### config.mk
export PLATFORM = sky130hd
export DESIGN_NAME = wtc_7seg_cmd_seq
export DESIGN_NICKNAME = d
export VERILOG_FILES = /design/src/rtl/wtc_7seg_cmd_seq.sv
export SDC_FILE = /design/constraint.sdc
export NUM_CORES = 1
export LEC_CHECK = 0
export ABC_AREA = 1
export BUFFER_PORTS_ARGS = -buffer_cell sky130_fd_sc_hd__buf_2
export CAP_MARGIN = 10
export CORE_ASPECT_RATIO = 0.7
export CORE_MARGIN = 2
export CORE_UTILIZATION = 44
export CTS_BUF_LIST = sky130_fd_sc_hd__clkbuf_8 sky130_fd_sc_hd__clkbuf_16
export DETAILED_ROUTE_END_ITERATION = 16
export PLACE_DENSITY = 0.72
export SYNTH_ARGS = -nofsm -noshare
export SYNTH_HDL_FRONTEND = slang
export SYNTH_SLANG_ARGS = --single-unit
### constraint.sdc
create_clock -name i_Clk -period 1.7 [get_ports i_Clk]
set_input_delay 0.34 -clock i_Clk [delete_from_list [all_inputs] [get_ports i_Clk]]
set_output_delay 0.34 -clock i_Clk [all_outputs]
set_load 0.02 [all_outputs]
### src/rtl/wtc_7seg_cmd_seq.sv
// Display request front end for the 7-segment library: converts a 0-99 value to
// decimal digits and issues the ordered mode/value command stream to the segment driver.
//
// state  | meaning
// -------+----------------------------------------------------------
// IDLE   | waiting for a request, re-driving the last display mode
// CONV   | repeated-subtraction binary to tens/ones conversion
// RST    | RESET command (001), only when the request asked for it
// BRIGHT | brightness command (111)
// TENS   | tens digit command (010)
// ONES   | ones digit command (011)
// MODE   | display mode command (000), then back to IDLE
module wtc_7seg_cmd_seq #(
  parameter int         CMD_HOLD          = 2,
  parameter logic [3:0] DEFAULT_DISP_MODE = 4'd0
) (
  input  logic       i_Clk,
  input  logic       i_Reset,
  input  logic       i_req_valid,
  output logic       o_req_ready,
  input  logic [7:0] i_value,
  input  logic [4:0] i_bright,
  input  logic [3:0] i_disp_mode,
  input  logic       i_do_reset,
  output logic [2:0] o_mode,
  output logic [4:0] o_value,
  output logic       o_busy,
  output logic       o_err
);

  typedef enum logic [2:0] {
    IDLE   = 3'd0,
    CONV   = 3'd1,
    RST    = 3'd2,
    BRIGHT = 3'd3,
    TENS   = 3'd4,
    ONES   = 3'd5,
    MODE   = 3'd6
  } state_t;

  localparam logic [7:0] HOLD_LOAD = 8'(CMD_HOLD - 1);

  state_t     state, state_nxt;
  logic [7:0] hold_q, hold_nxt;
  logic [6:0] rem_q, rem_nxt;
  logic [3:0] tens_q, tens_nxt;
  logic [4:0] bright_q;
  logic [3:0] disp_q;
  logic       do_rst_q;
  logic [2:0] mode_nxt;
  logic [4:0] value_nxt;
  logic       ready_nxt;
  logic       accept;
  logic [6:0] value_clamped;

  assign accept        = i_req_valid && o_req_ready;
  assign value_clamped = (i_value > 8'd99) ? 7'd99 : i_value[6:0];

  always_ff @(posedge i_Clk) begin
    if (i_Reset) begin
      state       <= IDLE;
      hold_q      <= 8'd0;
      rem_q       <= 7'd0;
      tens_q      <= 4'd0;
      bright_q    <= 5'd0;
      disp_q      <= DEFAULT_DISP_MODE;
      do_rst_q    <= 1'b0;
      o_mode      <= 3'b000;
      o_value     <= {1'b0, DEFAULT_DISP_MODE};
      o_req_ready <= 1'b0;
      o_busy      <= 1'b1;
      o_err       <= 1'b0;
    end else begin
      state       <= state_nxt;
      hold_q      <= hold_nxt;
      rem_q       <= rem_nxt;
      tens_q      <= tens_nxt;
      o_mode      <= mode_nxt;
      o_value     <= value_nxt;
      o_req_ready <= ready_nxt;
      o_busy      <= ~ready_nxt;
      if (accept) begin
        bright_q <= i_bright;
        disp_q   <= i_disp_mode;
        do_rst_q <= i_do_reset;
        o_err    <= (i_value > 8'd99);
      end
    end
  end

  always_comb begin
    state_nxt = state;
    hold_nxt  = hold_q;
    rem_nxt   = rem_q;
    tens_nxt  = tens_q;
    mode_nxt  = o_mode;
    value_nxt = o_value;

    case (state)
      IDLE: begin
        if (accept) begin
          state_nxt = CONV;
          rem_nxt   = value_clamped;
          tens_nxt  = 4'd0;
        end
      end
      CONV: begin
        if (rem_q >= 7'd10) begin
          rem_nxt  = rem_q - 7'd10;
          tens_nxt = tens_q + 4'd1;
        end else begin
          state_nxt = do_rst_q ? RST : BRIGHT;
        end
      end
      RST, BRIGHT, TENS, ONES, MODE: begin
        if (hold_q == 8'd0) begin
          case (state)
            RST:     state_nxt = BRIGHT;
            BRIGHT:  state_nxt = TENS;
            TENS:    state_nxt = ONES;
            ONES:    state_nxt = MODE;
            default: state_nxt = IDLE;
          endcase
        end else begin
          hold_nxt = hold_q - 8'd1;
        end
      end
      default: state_nxt = IDLE;
    endcase

    // Command outputs only change on the edge entering a command state;
    // IDLE and CONV keep whatever was last driven.
    if (state_nxt != state) begin
      case (state_nxt)
        RST: begin
          mode_nxt  = 3'b001;
          value_nxt = 5'd0;
          hold_nxt  = HOLD_LOAD;
        end
        BRIGHT: begin
          mode_nxt  = 3'b111;
          value_nxt = bright_q;
          hold_nxt  = HOLD_LOAD;
        end
        TENS: begin
          mode_nxt  = 3'b010;
          value_nxt = {1'b0, tens_q};
          hold_nxt  = HOLD_LOAD;
        end
        ONES: begin
          mode_nxt  = 3'b011;
          value_nxt = {1'b0, rem_q[3:0]};
          hold_nxt  = HOLD_LOAD;
        end
        MODE: begin
          mode_nxt  = 3'b000;
          value_nxt = {1'b0, disp_q};
          hold_nxt  = HOLD_LOAD;
        end
        default: ;
      endcase
    end

    ready_nxt = (state_nxt == IDLE);
  end

endmodule

## Word level (Yosys, flattened, before mapping)

Index checks and enable logic that the tools add are counted.

- $add $sub $neg: 3
- Multiply operators: 0
- Divide/modulo/power cells: 0
- Magnitude comparators: 2
- Eq/ne operators: 14
- Shift operators: 0
- Muxes and demuxes: 19
- Bitwise gates (word level): 1
- Reduce and logical (&&, ||, !) cells: 10

Operators with widths:

| cell | count |
|---|---|
| $mux 8 | 4 |
| $pmux 5 s5 | 1 |
| $mux 7 | 3 |
| $eq 3x3->1 const B | 6 |
| $pmux 3 s5 | 1 |
| $pmux 7 s2 | 1 |
| $eq 3x2->1 const B | 4 |
| $pmux 3 s4 | 1 |
| $reduce_or 5->1 | 2 |
| $mux 3 | 3 |
| $pmux 3 s3 | 1 |
| $gt 8x7->1 const B | 1 |
| $logic_not 8->1 | 1 |
| $mux 4 | 2 |
| $pmux 4 s2 | 1 |
| $sub 8x1->8 const B | 1 |
| $ge 7x4->1 const B | 1 |
| $sub 7x4->7 const B | 1 |
| $logic_not 3->1 | 2 |
| $reduce_bool 5->1 | 1 |
| $add 4x1->4 const B | 1 |
| $ne 2x2->1 const B | 2 |
| $eq 3x1->1 const B | 1 |
| $ne 3x3->1 | 1 |
| 6 further kinds | 6 |

- Bits in registers: 43
- Latch bits: 0
- RAM bits: 0
- Bits in read-only memories: 0
- Bits of input ports: 21
- Output and inout port bits: 11
- Memories: 0

## Logic depth before layout (Yosys ltp)

- Depth in word-level cells: 8
- Depth in mapped cells: 17

## Least setup slack after synthesis

No wires, ideal clock.

- Path kind: reg-to-reg
- Start: register rem_q[1]
- End: register o_value[0]
- Setup time: 59 ps
- Data arrival time: 1621 ps
- Setup slack: 20 ps
- Stages on the path, launching flop included: 15
- Buffers on the path: 0
- Period minus slack after synthesis: 1680 ps
- Cells stage by stage: dfxtp_1 > inv_1 > ha_1 > inv_1 > nand2_1 > nand3_1 > nor2_2 > nand2_1 > nand2_4 > inv_1 > nand2_2 > nand3_2 > nor2_4 > nand2_1 > nand2_1

- Cells in the longest elaborated chain, start to end: 6
- Elaborated cells between the ends (all ways): 12
- Classes of those cells: order compare: 1; eq/ne: 6; mux: 3; reduce/logical: 2

Ends and longest elaborated chain:

| item | line | text |
|---|---|---|
| start: declaration | 45 | `logic [6:0] rem_q, rem_nxt;` |
| start signal: assignment | 76 | `rem_q <= rem_nxt;` |
| $ge 7x4->1 * | 108 | `if (rem_q >= 7'd10) begin` |
| $mux 3 * | 108 |  |
| $pmux 3 s3 * | 99 | `case (state)` |
| $eq 3x3->1 or $eq 3x2->1 (tied branches) | 134 | `case (state_nxt)` |
| $reduce_bool 5->1 (no source line) | - |  |
| $reduce_and 2->1 (no source line) | - |  |
| end signal: assignment | 69 | `o_value <= {1'b0, DEFAULT_DISP_MODE};` |
| end signal: assignment | 79 | `o_value <= value_nxt;` |
| end: declaration | 26 | `output logic [4:0] o_value,` |

Mark *: on every way between the ends. The rest lies on a longest branch, timed or not.
A chain may end at the register's enable or synchronous reset.

## Final worst setup path

- Start: register rem_q[1]
- End: register o_value[2]

Same word-level chain as after synthesis.

==> results.sh <==
export IMPL_synth_mux_area_fraction_pct=0.493
export IMPL_ys_seq_area_share_pct=37.7
export IMPL_cp_max_fo=6
export IMPL_cp_start_kind="flop"
export IMPL_hold_violations=0
export IMPL_htreeDepth=2
export IMPL_p_int_mw=3.09
export IMPL_setup_slack_ns=-0.0322
export IMPL_globalRouteMet2Util_pct=33.6
export IMPL_period_share_pct=102
export IMPL_vias=2302
export IMPL_place_inst=444
export IMPL_synth_xor_area_share_pct=3.07
export IMPL_initial_utilization_pct=46.7
export IMPL_synth_top_area_share_pct=37.7
export IMPL_first_global_vias=2125
export IMPL_n_antenna_cell=0
export IMPL_synth_most_common_cell="nand2_1"
export IMPL_rsz0062_at_grt="true"
export IMPL_fp_dieW_um=90.1
export IMPL_gr_usage_all_layers_pct=21.0
export IMPL_synth_compound_area_share_pct=12.9
export IMPL_top_usage_layer="met2"
export IMPL_power_mw=5.85
export IMPL_fmax_mhz=577
export IMPL_whs_path_depth=3
export IMPL_violations="setup timing"
export IMPL_synth_common_cells="nand2_1, nor2_1, dfxtp_1"
export IMPL_numPortBuffers=31
export IMPL_yosys_warnings=0
export IMPL_place_area_um2=2700
export IMPL_p_switching_mw=2.76
export IMPL_synth_edf_count=0
export IMPL_p_leak_nw=1.40
export IMPL_synthTopCellsByArea="dfxtp_1, nand2_1, nor2_1, nand3_1, o21ai_0"
export IMPL_synth_simple_area_share_pct=36.3
export IMPL_fillCellCount=435
export IMPL_clock_sinks=43
export IMPL_worstPathArrival_ns=1.94
export IMPL_core_um2=4890
export IMPL_finalSetupViolCount=10
export IMPL_ys_ff_latch=43
export IMPL_grt_pass1_wl_um=9750
export IMPL_status="complete, but fails checks"
export IMPL_synth_cell_types=33
export IMPL_grt_use_met1_pct=28.5
export IMPL_stdcell_count=464
export IMPL_p_comb_share_pct=63.7
export IMPL_synthArstFlopShare_pct=0
export IMPL_drt_initial_drc_count=148
export IMPL_power_density_nw_per_um2=1920
export IMPL_rr_worst_depth=13
export IMPL_cts_tree="built"
export IMPL_post_synth_fa_ha_maj_area_fraction_pct=1.64
export IMPL_clock_skew_final_ns=0.00327
export IMPL_syn_to_final_growth_pct=33.3
export IMPL_hpwl_um=3960
export IMPL_power_frac_clock_pct=11.0
export IMPL_firstDrtPassIters=4
export IMPL_die_height_um=64.3
export IMPL_cts_buffers=5
export IMPL_synth_ff_type="dfxtp_1"
export IMPL_path_clk_slew_ns=0.08
export IMPL_worst_slew_pin_slew_ns=0.447
export IMPL_avgRoutedWirePerCell_um=12.6
export IMPL_io_pins=32
export IMPL_syn_inst=323
export IMPL_drcViolationCount=0
export IMPL_antenna_found_initial=0
export IMPL_yosysTopAreaCell="dfxtp_1"
export IMPL_drt_wl_total_um=5830
export IMPL_synth_top_family_by_area="simple AND/OR/NAND/NOR gates"
export IMPL_clock_path_buffers=2
export IMPL_gp_congestion=0.920
export IMPL_nNetsFinal=418
export IMPL_final_min_clock_period_ns=1.73
export IMPL_grt_max_degree=16
export IMPL_final_core_util_pct=62.2
export IMPL_grt_remaining_overflow=0
export IMPL_relSlewSlack_pct=70.2
export IMPL_switching_share_pct=47.2
export IMPL_min_delay_path_class="primary input to flop"
export IMPL_rows=21
export IMPL_antenna_left=0
export IMPL_die_area_um2=5790
export IMPL_avgSynthCellArea_um2=7.07
export IMPL_synth_area_um2=2280
export IMPL_drive_above_1_share_pct=37.5
export IMPL_ir_drop_v=0.000619
export IMPL_viasPerCell=4.96
export IMPL_postCtsHoldBufs=0
export IMPL_finalMaxSlewViolations=0
export IMPL_hold_slack_ns=0.277
export IMPL_clock_latency_ns=0.30
export IMPL_pre_cts_ws_ns=-0.145
export IMPL_clockRootBuffer="clkbuf_8"
export IMPL_final_cell_area_um2=3040
export IMPL_tns_ns=-0.172
export IMPL_synth_fp_nets=347
export IMPL_worstPathRequired_ns=1.91
export IMPL_p_seq_share_pct=25.3
export IMPL_crit_type="flop to flop"
export IMPL_drv_cap=0
export IMPL_use_met3_pct=4.60
export IMPL_cp_end_kind="flop"
==> worst max-delay path, cell delays in order, from the launching register on <==
cell	delay, ns
dfxtp_2	0.33
buf_4	0.12
buf_4	0.13
nand2_2	0.08
nor2_4	0.05
nor2_4	0.13
nor2_4	0.05
nor2_4	0.09
nand2_4	0.11
buf_4	0.19
a21oi_2	0.17
nor2_4	0.07
nand2_1	0.06
nand2_1	0.04
==> sequential cells by signal (all words and copies together), names as in the netlist <==
name and flops:
bright_q 5, o_err 1, tens_q 4, o_mode 3, o_req_ready 1, disp_q 4, o_value 5, rem_q 7
hold_q 8, do_rst_q 1, o_busy 1, state 3
==> worst paths after layout <==
kind,to,slack (ns),start
worst max-delay path,o_value[2],-0.03,rem_q[1]
worst max register to register,o_value[2],-0.03,rem_q[1]
worst min-delay path,disp_q[3],0.28,i_disp_mode[3]
worst min register to register,o_mode[1],0.46,o_mode[1]
==> layer usage <==
metal	up-vias	share of wire [%]	wire [um]
met1	1054	49	2860
met5	-	0	0
met2	52	44	2580
li1	1185	-	-
met4	0	1.4	80
met3	11	5.3	309
==> layout make-up <==
| class | count | area (um^2) | share of cell area [%] |
|---|---|---|---|
| Clock buffer | 5 | 68.8 | 2.26 |
| Clock inverter | 3 | 16.3 | 0.535 |
| Sequential cell | 43 | 867 | 28.5 |
| Timing Repair Buffer | 70 | 452 | 14.8 |
| Inverter | 37 | 141 | 4.65 |
| Multi-Input combinational cell | 237 | 1410 | 46.4 |
| Tap cell | 69 | 86.3 | 2.84 |
==> layout by cell type (no fill, tap or decap), types with 8 or more instances in the layout <==
cell type / n
a21oi_1: 13
buf_2: 31
buf_4: 38
dfxtp_1: 38
inv_1: 23
inv_2: 14
nand2_1: 63
nand2_2: 8
nand3_1: 22
nand3_2: 8
nor2_1: 41
nor2_4: 9
o21ai_0: 24
==> logic make-up (layout without fill, tap and decap cells) <==
group	count (synthesis)	in the layout
and+or+nand+nor	171	173
buffers and inverters	45	115
adders and majority gates	3	3
muxes	1	1
DFF	43	43
xor gates and xnor gates	8	8
AOI/OAI and AO/OA	52	52
==> repair_timing <==
item	in CTS	in global routing
buffers inserted	8	3
pin swaps	16	14
endpoints found under the setup margin	17	20
resized for setup	29	21
gates cloned	2	0
==> power by group through the flow <==
stage          Combinational, mW  Clock (mW)  Sequential [mW]
3_5_place_dp                2.75           0             1.48
6_report                    3.73       0.642             1.48
4_1_cts                     3.31       0.653             1.47
5_1_grt                     4.04       0.701             1.52
2_1_floorplan               1.86           0             1.52
3_3_place_gp                2.71           0             1.48
No activity file was read; power rests on OpenSTA's default activity.
